`config.mk`:
```
export PLATFORM = sky130hd
export DESIGN_NAME = mac_frame_fifo
export DESIGN_NICKNAME = d
export VERILOG_FILES = /design/src/rtl/mac_pkg.sv /design/src/rtl/mac_fifo_ram.sv /design/src/rtl/mac_frame_fifo.sv
export SDC_FILE = /design/constraint.sdc
export NUM_CORES = 2
export LEC_CHECK = 0
export CORE_ASPECT_RATIO = 0.6
export CORE_UTILIZATION = 35
export DETAILED_ROUTE_END_ITERATION = 8
export GPL_ROUTABILITY_DRIVEN = 0
export PLACE_DENSITY = 0.57
export SYNTH_ARGS = -nofsm -noshare
export SYNTH_HDL_FRONTEND = slang
export SYNTH_HIERARCHICAL = 1
export SYNTH_SLANG_ARGS = --single-unit
```
`constraint.sdc`:
```
create_clock -name clk -period 7.5 [get_ports clk]
set_clock_uncertainty 0.05 [all_clocks]
set_input_delay 0.75 -clock clk [delete_from_list [all_inputs] [get_ports clk]]
set_output_delay 0.75 -clock clk [all_outputs]
set_load 0.005 [all_outputs]
```
`src/rtl/mac_pkg.sv`:
```
// Shared types and defaults for the MAC byte-lane frame FIFO.
package mac_pkg;

  localparam int NB_DEF    = 4;
  localparam int DEPTH_DEF = 64;
  localparam int CNT_W_DEF = 16;

  typedef enum logic [1:0] {SYNC, IDLE, WRITE, DROP} wr_state_e;

  // One stored beat at the default lane count.
  typedef struct packed {
    logic                    eof;
    logic [NB_DEF-1:0]       valid;
    logic [8*NB_DEF-1:0]     data;
  } beat_t;

endpackage

```
`src/rtl/mac_fifo_ram.sv`:
```
// Simple dual-port RAM: one write port, one registered read port with enable.
module mac_fifo_ram #(
  parameter int WIDTH = 37,
  parameter int DEPTH = 64,
  localparam int AW   = $clog2(DEPTH)
) (
  input  logic             clk,
  input  logic             we,
  input  logic [AW-1:0]    waddr,
  input  logic [WIDTH-1:0] wdata,
  input  logic             re,
  input  logic [AW-1:0]    raddr,
  output logic [WIDTH-1:0] rdata
);

  logic [WIDTH-1:0] mem [DEPTH];

  // NOTE: the array has no reset so it maps onto block RAM; validity lives in the pointers.
  always_ff @(posedge clk) begin
    if (we) mem[waddr] <= wdata;
    if (re) rdata <= mem[raddr];
  end

endmodule

```
`src/rtl/mac_frame_fifo.sv`:
```
// Store-and-forward frame FIFO: a frame becomes readable only once its EOF beat is stored;
// overflowed or aborted frames are rewound away whole and counted.
module mac_frame_fifo
  import mac_pkg::*;
#(
  parameter int NB    = NB_DEF,
  parameter int DEPTH = DEPTH_DEF,
  parameter int CNT_W = CNT_W_DEF
) (
  input  logic              clk,
  input  logic              rst,
  input  logic              in_frame,
  input  logic [NB-1:0]     in_valid,
  input  logic [8*NB-1:0]   in_data,
  input  logic              in_eof,
  output logic              out_frame,
  output logic [NB-1:0]     out_valid,
  output logic [8*NB-1:0]   out_data,
  output logic              out_eof,
  input  logic              out_ready,
  output logic [CNT_W-1:0]  frame_cnt,
  output logic [CNT_W-1:0]  drop_cnt
);

  localparam int AW = $clog2(DEPTH);
  localparam int PW = AW + 1;
  localparam int BW = 1 + NB + 8 * NB;

  typedef struct packed {
    logic              eof;
    logic [NB-1:0]     valid;
    logic [8*NB-1:0]   data;
  } lane_beat_t;

  wr_state_e   state;
  logic [PW-1:0] wr_ptr, wr_commit, rd_ptr, used;
  logic        present, full, wr_en, commit, rd_en, xfer_eof;
  lane_beat_t  wr_beat, rd_beat;

  function automatic logic [CNT_W-1:0] sat_inc(input logic [CNT_W-1:0] v);
    return (&v) ? v : v + 1'b1;
  endfunction

  assign present  = in_frame && (|in_valid);
  assign used     = wr_ptr - rd_ptr;
  assign full     = (used == PW'(DEPTH));
  assign wr_en    = present && !full && (state == IDLE || state == WRITE);
  assign commit   = wr_en && in_eof;
  assign wr_beat  = '{eof: in_eof, valid: in_valid, data: in_data};
  assign rd_en    = (!out_frame || out_ready) && (rd_ptr != wr_commit);
  assign xfer_eof = out_frame && out_ready && rd_beat.eof;

  // NOTE: sequential state uses non-blocking assignments so every branch sees pre-edge values.
  always_ff @(posedge clk or negedge rst) begin
    if (!rst) begin
      state     <= SYNC;
      wr_ptr    <= '0;
      wr_commit <= '0;
      drop_cnt  <= '0;
    end else begin
      if (wr_en)  wr_ptr    <= wr_ptr + 1'b1;
      if (commit) wr_commit <= wr_ptr + 1'b1;
      case (state)
        SYNC:  if (!in_frame) state <= IDLE;
        IDLE: begin
          if (present && full) begin
            drop_cnt <= sat_inc(drop_cnt);
            if (!in_eof) state <= DROP;
          end else if (wr_en && !in_eof) begin
            state <= WRITE;
          end
        end
        WRITE: begin
          // Abort or overflow: rewind to the last committed frame boundary.
          if (!in_frame || (present && full)) begin
            wr_ptr   <= wr_commit;
            drop_cnt <= sat_inc(drop_cnt);
            state    <= (in_frame && !in_eof) ? DROP : IDLE;
          end else if (commit) begin
            state <= IDLE;
          end
        end
        DROP:    if (!in_frame || (present && in_eof)) state <= IDLE;
        default: state <= SYNC;
      endcase
    end
  end

  always_ff @(posedge clk or negedge rst) begin
    if (!rst) begin
      frame_cnt <= '0;
    end else if (commit && !xfer_eof) begin
      frame_cnt <= frame_cnt + 1'b1;
    end else if (!commit && xfer_eof) begin
      frame_cnt <= frame_cnt - 1'b1;
    end
  end

  // The RAM read register doubles as the output beat register.
  always_ff @(posedge clk or negedge rst) begin
    if (!rst) begin
      rd_ptr    <= '0;
      out_frame <= 1'b0;
    end else if (rd_en) begin
      rd_ptr    <= rd_ptr + 1'b1;
      out_frame <= 1'b1;
    end else if (out_ready) begin
      out_frame <= 1'b0;
    end
  end

  mac_fifo_ram #(.WIDTH(BW), .DEPTH(DEPTH)) u_ram (
    .clk   (clk),
    .we    (wr_en),
    .waddr (wr_ptr[AW-1:0]),
    .wdata (wr_beat),
    .re    (rd_en),
    .raddr (rd_ptr[AW-1:0]),
    .rdata (rd_beat)
  );

  assign out_valid = out_frame ? rd_beat.valid : '0;
  assign out_data  = out_frame ? rd_beat.data  : '0;
  assign out_eof   = out_frame && rd_beat.eof;

endmodule

```
==> flow_metrics.py <==
metrics = {
    "routing": {
        "drcViolationCount": 0,
        "vias": 47100,
        "first_iter_violations": 6754,
        "dr.pass1.iters": 6,
        "post_drt_wl_per_cell_um": 31.1,
        "routed_wl_um": 260000,
        "ant_nets": 0,
        "vias_per_cell": 5.65,
    },
    "die": {
        "rows": 147,
        "die_h_um": 405,
        "die_w_um": 673,
        "ios": 111,
        "start_util_pct": 35.3,
        "dieArea_sq_um": 272000,
        "core_region_area_sq_um": 268000,
    },
    "clocking": {
        "clock_latency_ns": 0.88,
        "cts_setup_buffers": 0,
        "h-tree-depth": 4,
        "clock-sinks": 2461,
        "cts-root-buf": "clkbuf_16",
        "cts_tree": "yes",
        "hold_buffers": 0,
        "clock_path_buffers": 4,
        "cts_buffers": 217,
        "clkTransAtPathRegs_ns": 0.07,
        "cts-resized-gates": 0,
    },
    "worst_setup_path": {
        "crit_path_start": "wr_ptr[1]$_DFF_PN0_",
        "crit_path_max_fanout": 16,
        "cp-start-kind": "register",
        "cp_slowest_cell": "dfrtp_1",
        "path_common_cell": "ha_1",
        "crit_chain": "ha_1 > nor2b_1 > or4b_1 > a21boi_1 > o21ai_0 > and3_1 > nand2_1 > inv_1 > ha_1 > inv_1 > ha_1 > a21o_1 > a21oi_1 > a21oi_1 > o21ai_0 > o2111ai_1 > o31ai_1 > mux2i_1 > xnor2_1",
        "end_kind": "register",
        "worst_ep_arrival_time_ns": 6.66,
        "crit_type": "reg2reg",
        "rr_startpoint": "wr_ptr[1]$_DFF_PN0_",
        "cp_slowest_stage_delay_ns": 0.63,
        "required_ns": 8.19,
    },
    "grt": {
        "grt_pass1_wl_um": 362000,
        "track_usage_pct": 18.8,
        "grt_overflow": 0,
        "antenna_found_initial": 21,
        "grt_pass1_vias": 45700,
        "grt_max_degree": 119,
    },
    "logic_synthesis": {
        "synth_edf_count": 2405,
        "synthTopCellsByCount": "edfxtp_1, mux4_2, o22ai_1, clkbuf_1, nor2_1",
        "synth_area_leaders": "edfxtp_1, mux4_2, dfrtp_1",
        "yosysUniqueCellTypes": 64,
        "syn_inst": 4332,
        "synth_seq_cells": 2461,
        "syn_nets": 4403,
        "synth_area_leader_cell": "edfxtp_1",
        "synthArstFlopShare_pct": 2.28,
        "synth_seq_area_share_pct": 77.8,
        "yosysMostFrequentCell": "edfxtp_1",
        "yosysWarnings": 6,
        "syn_area_per_cell_sq_um": 21.8,
        "post_synth_instance_area_sq_um": 94600,
        "synth_top_area_share_pct": 76.4,
        "synthFlopType": "edfxtp_1",
    },
    "timing": {
        "clock.fmax_mhz": 168,
        "fin_tns_setup_ns": 0,
        "hold_viol": 0,
        "whs_ns": 0.0327,
        "finalCritPeriodShare_pct": 79.5,
        "setup_viol": 0,
        "rsz0062_at_grt": "no",
        "period_needed_ns": 5.96,
        "timing.slew.headroom_pct": 11.0,
        "finalMaxSlewViolations": 0,
        "tightestPinTransition_ns": 1.33,
        "worst_slack_ns": 1.54,
    },
    "cells_and_area": {
        "nFillCells": 23600,
        "regArea_sq_um": 73600,
        "instances_no_fill": 8345,
        "nets": 4678,
        "area_growth_pct": 13.6,
        "multi_input_area_sq_um": 20200,
        "drive_gt1_share_pct": 24.6,
    },
    "placement": {
        "dp_cells": 7964,
        "dpl.hpwl_um": 149000,
        "io_buffers": 110,
        "place_ws_ns": 1.69,
    },
    "pwr": {
        "p_per_area_nw_per_um2": 356,
        "p_leak_nw": 33.0,
        "peakVddDrop_mv": 0.248,
        "total_power_w": 0.0382,
    },
    "flow_run": {
        "maxCapViolCount": 0,
    },
    "min_path": {
        "hold_class": "in2async",
    },
    "outcome": {
        "outcome": "completed",
    },
}
[metal layers]
metal | vias up | track usage [%] | wire length (um)
met5 | - | 0 | 40
met4 | 6 | 3.50 | 4490
met3 | 314 | 4.28 | 25100
met2 | 2311 | 26.4 | 110000
met1 | 25600 | 29.8 | 120000
li1 | 18800 | - | -
[per-stage QoR]
step           util [%]  cell area (sq um)
4_1_cts            40.1             107000
5_1_grt            40.1             107000
2_1_floorplan         -              94600
6_report           40.1             107000
3_5_place_dp       37.6             101000
3_3_place_gp       37.6             101000
[cells in the final DEF (no fill, tap or decap), drive strengths merged, types with 5 or more instances in the layout]
cell	synthesis	final
nand4	25	25
a22oi	63	63
ha	29	29
o21ai	38	38
and3	5	5
o211a	6	6
inv	22	25
clkinvlp	0	5
a31oi	6	6
mux4	566	566
clkinv	0	87
dfrtp	56	56
o221ai	28	28
nor2b	51	51
nand3	57	57
clkdlybuf4s50	0	72
o22a	24	24
nand2	72	72
xnor2	27	27
buf	117	221
edfxtp	2405	2405
mux2i	68	68
or2	7	7
o31ai	5	5
nand2b	14	14
o211ai	13	13
nor3	32	32
xor2	23	23
mux2	5	5
a211oi	47	47
nor2	116	116
bufinv	0	16
o22ai	139	139
nor4	26	26
a21oi	33	33
and2	42	42
clkbuf	120	268
and4	11	11
[cell type report]
cell class | count | share of cell area (%)
Sequential cell | 2461 | 68.5
Multi-Input combinational cell | 1612 | 18.8
Clock buffer | 268 | 5.32
Tap cell | 3576 | 4.16
Timing Repair Buffer | 293 | 2.25
Clock inverter | 111 | 0.865
Inverter | 22 | 0.0768
Antenna cell | 2 | 0.00466
[flip-flops by register name, summed over array words and instances (netlist names)]
register     count
state            2
out_frame        1
u_ram/mem     2368
frame_cnt       16
u_ram/rdata     37
wr_ptr           7
drop_cnt        16
wr_commit        7
rd_ptr           7
[power breakdown]
group          internal [W]  leakage (nW)  total (W)  switching, W
clock               0.00593          3.26     0.0109       0.00497
combinational       0.00468          7.38     0.0113       0.00660
sequential           0.0158          22.3     0.0161      0.000311
[kinds of logic after synthesis]
family	after synthesis	share of synthesized area (%)
buffers and inverters	259	1.38
AND/OR/NAND/NOR	473	2.58
adder cells (fa/ha/maj)	30	0.405
AO/OA/AOI/OAI	420	3.08
XOR/XNOR	50	0.463
multiplexers	639	14.3
flip-flops	2461	77.8
[worst paths after layout]
check                      slack, ns  cells past startpoint                           to
min in group clk                0.16                      1  u_ram/mem[48][33]$_DFFE_PP_
setup reg to reg                1.54                     19    frame_cnt[15]$_DFFE_PN0P_
hold / removal                  0.03                      2     frame_cnt[3]$_DFFE_PN0P_
setup / recovery                1.54                     19    frame_cnt[15]$_DFFE_PN0P_
max in group asynchronous       6.76                      2        rd_ptr[2]$_DFFE_PN0P_
hold reg to reg                 0.44                      1    frame_cnt[15]$_DFFE_PN0P_
[critical path, delay by kind of cell, from the launching register on]
family | cells | cell delay (ns)
mux | 1 | 0.26
fa+ha+maj | 3 | 0.98
compound gates | 8 | 1.69
xor+xnor | 1 | 0.14
buf+inv | 2 | 0.56
simple gates | 4 | 1.55
flops | 1 | 0.63
Power figures use the tool's default switching activity.
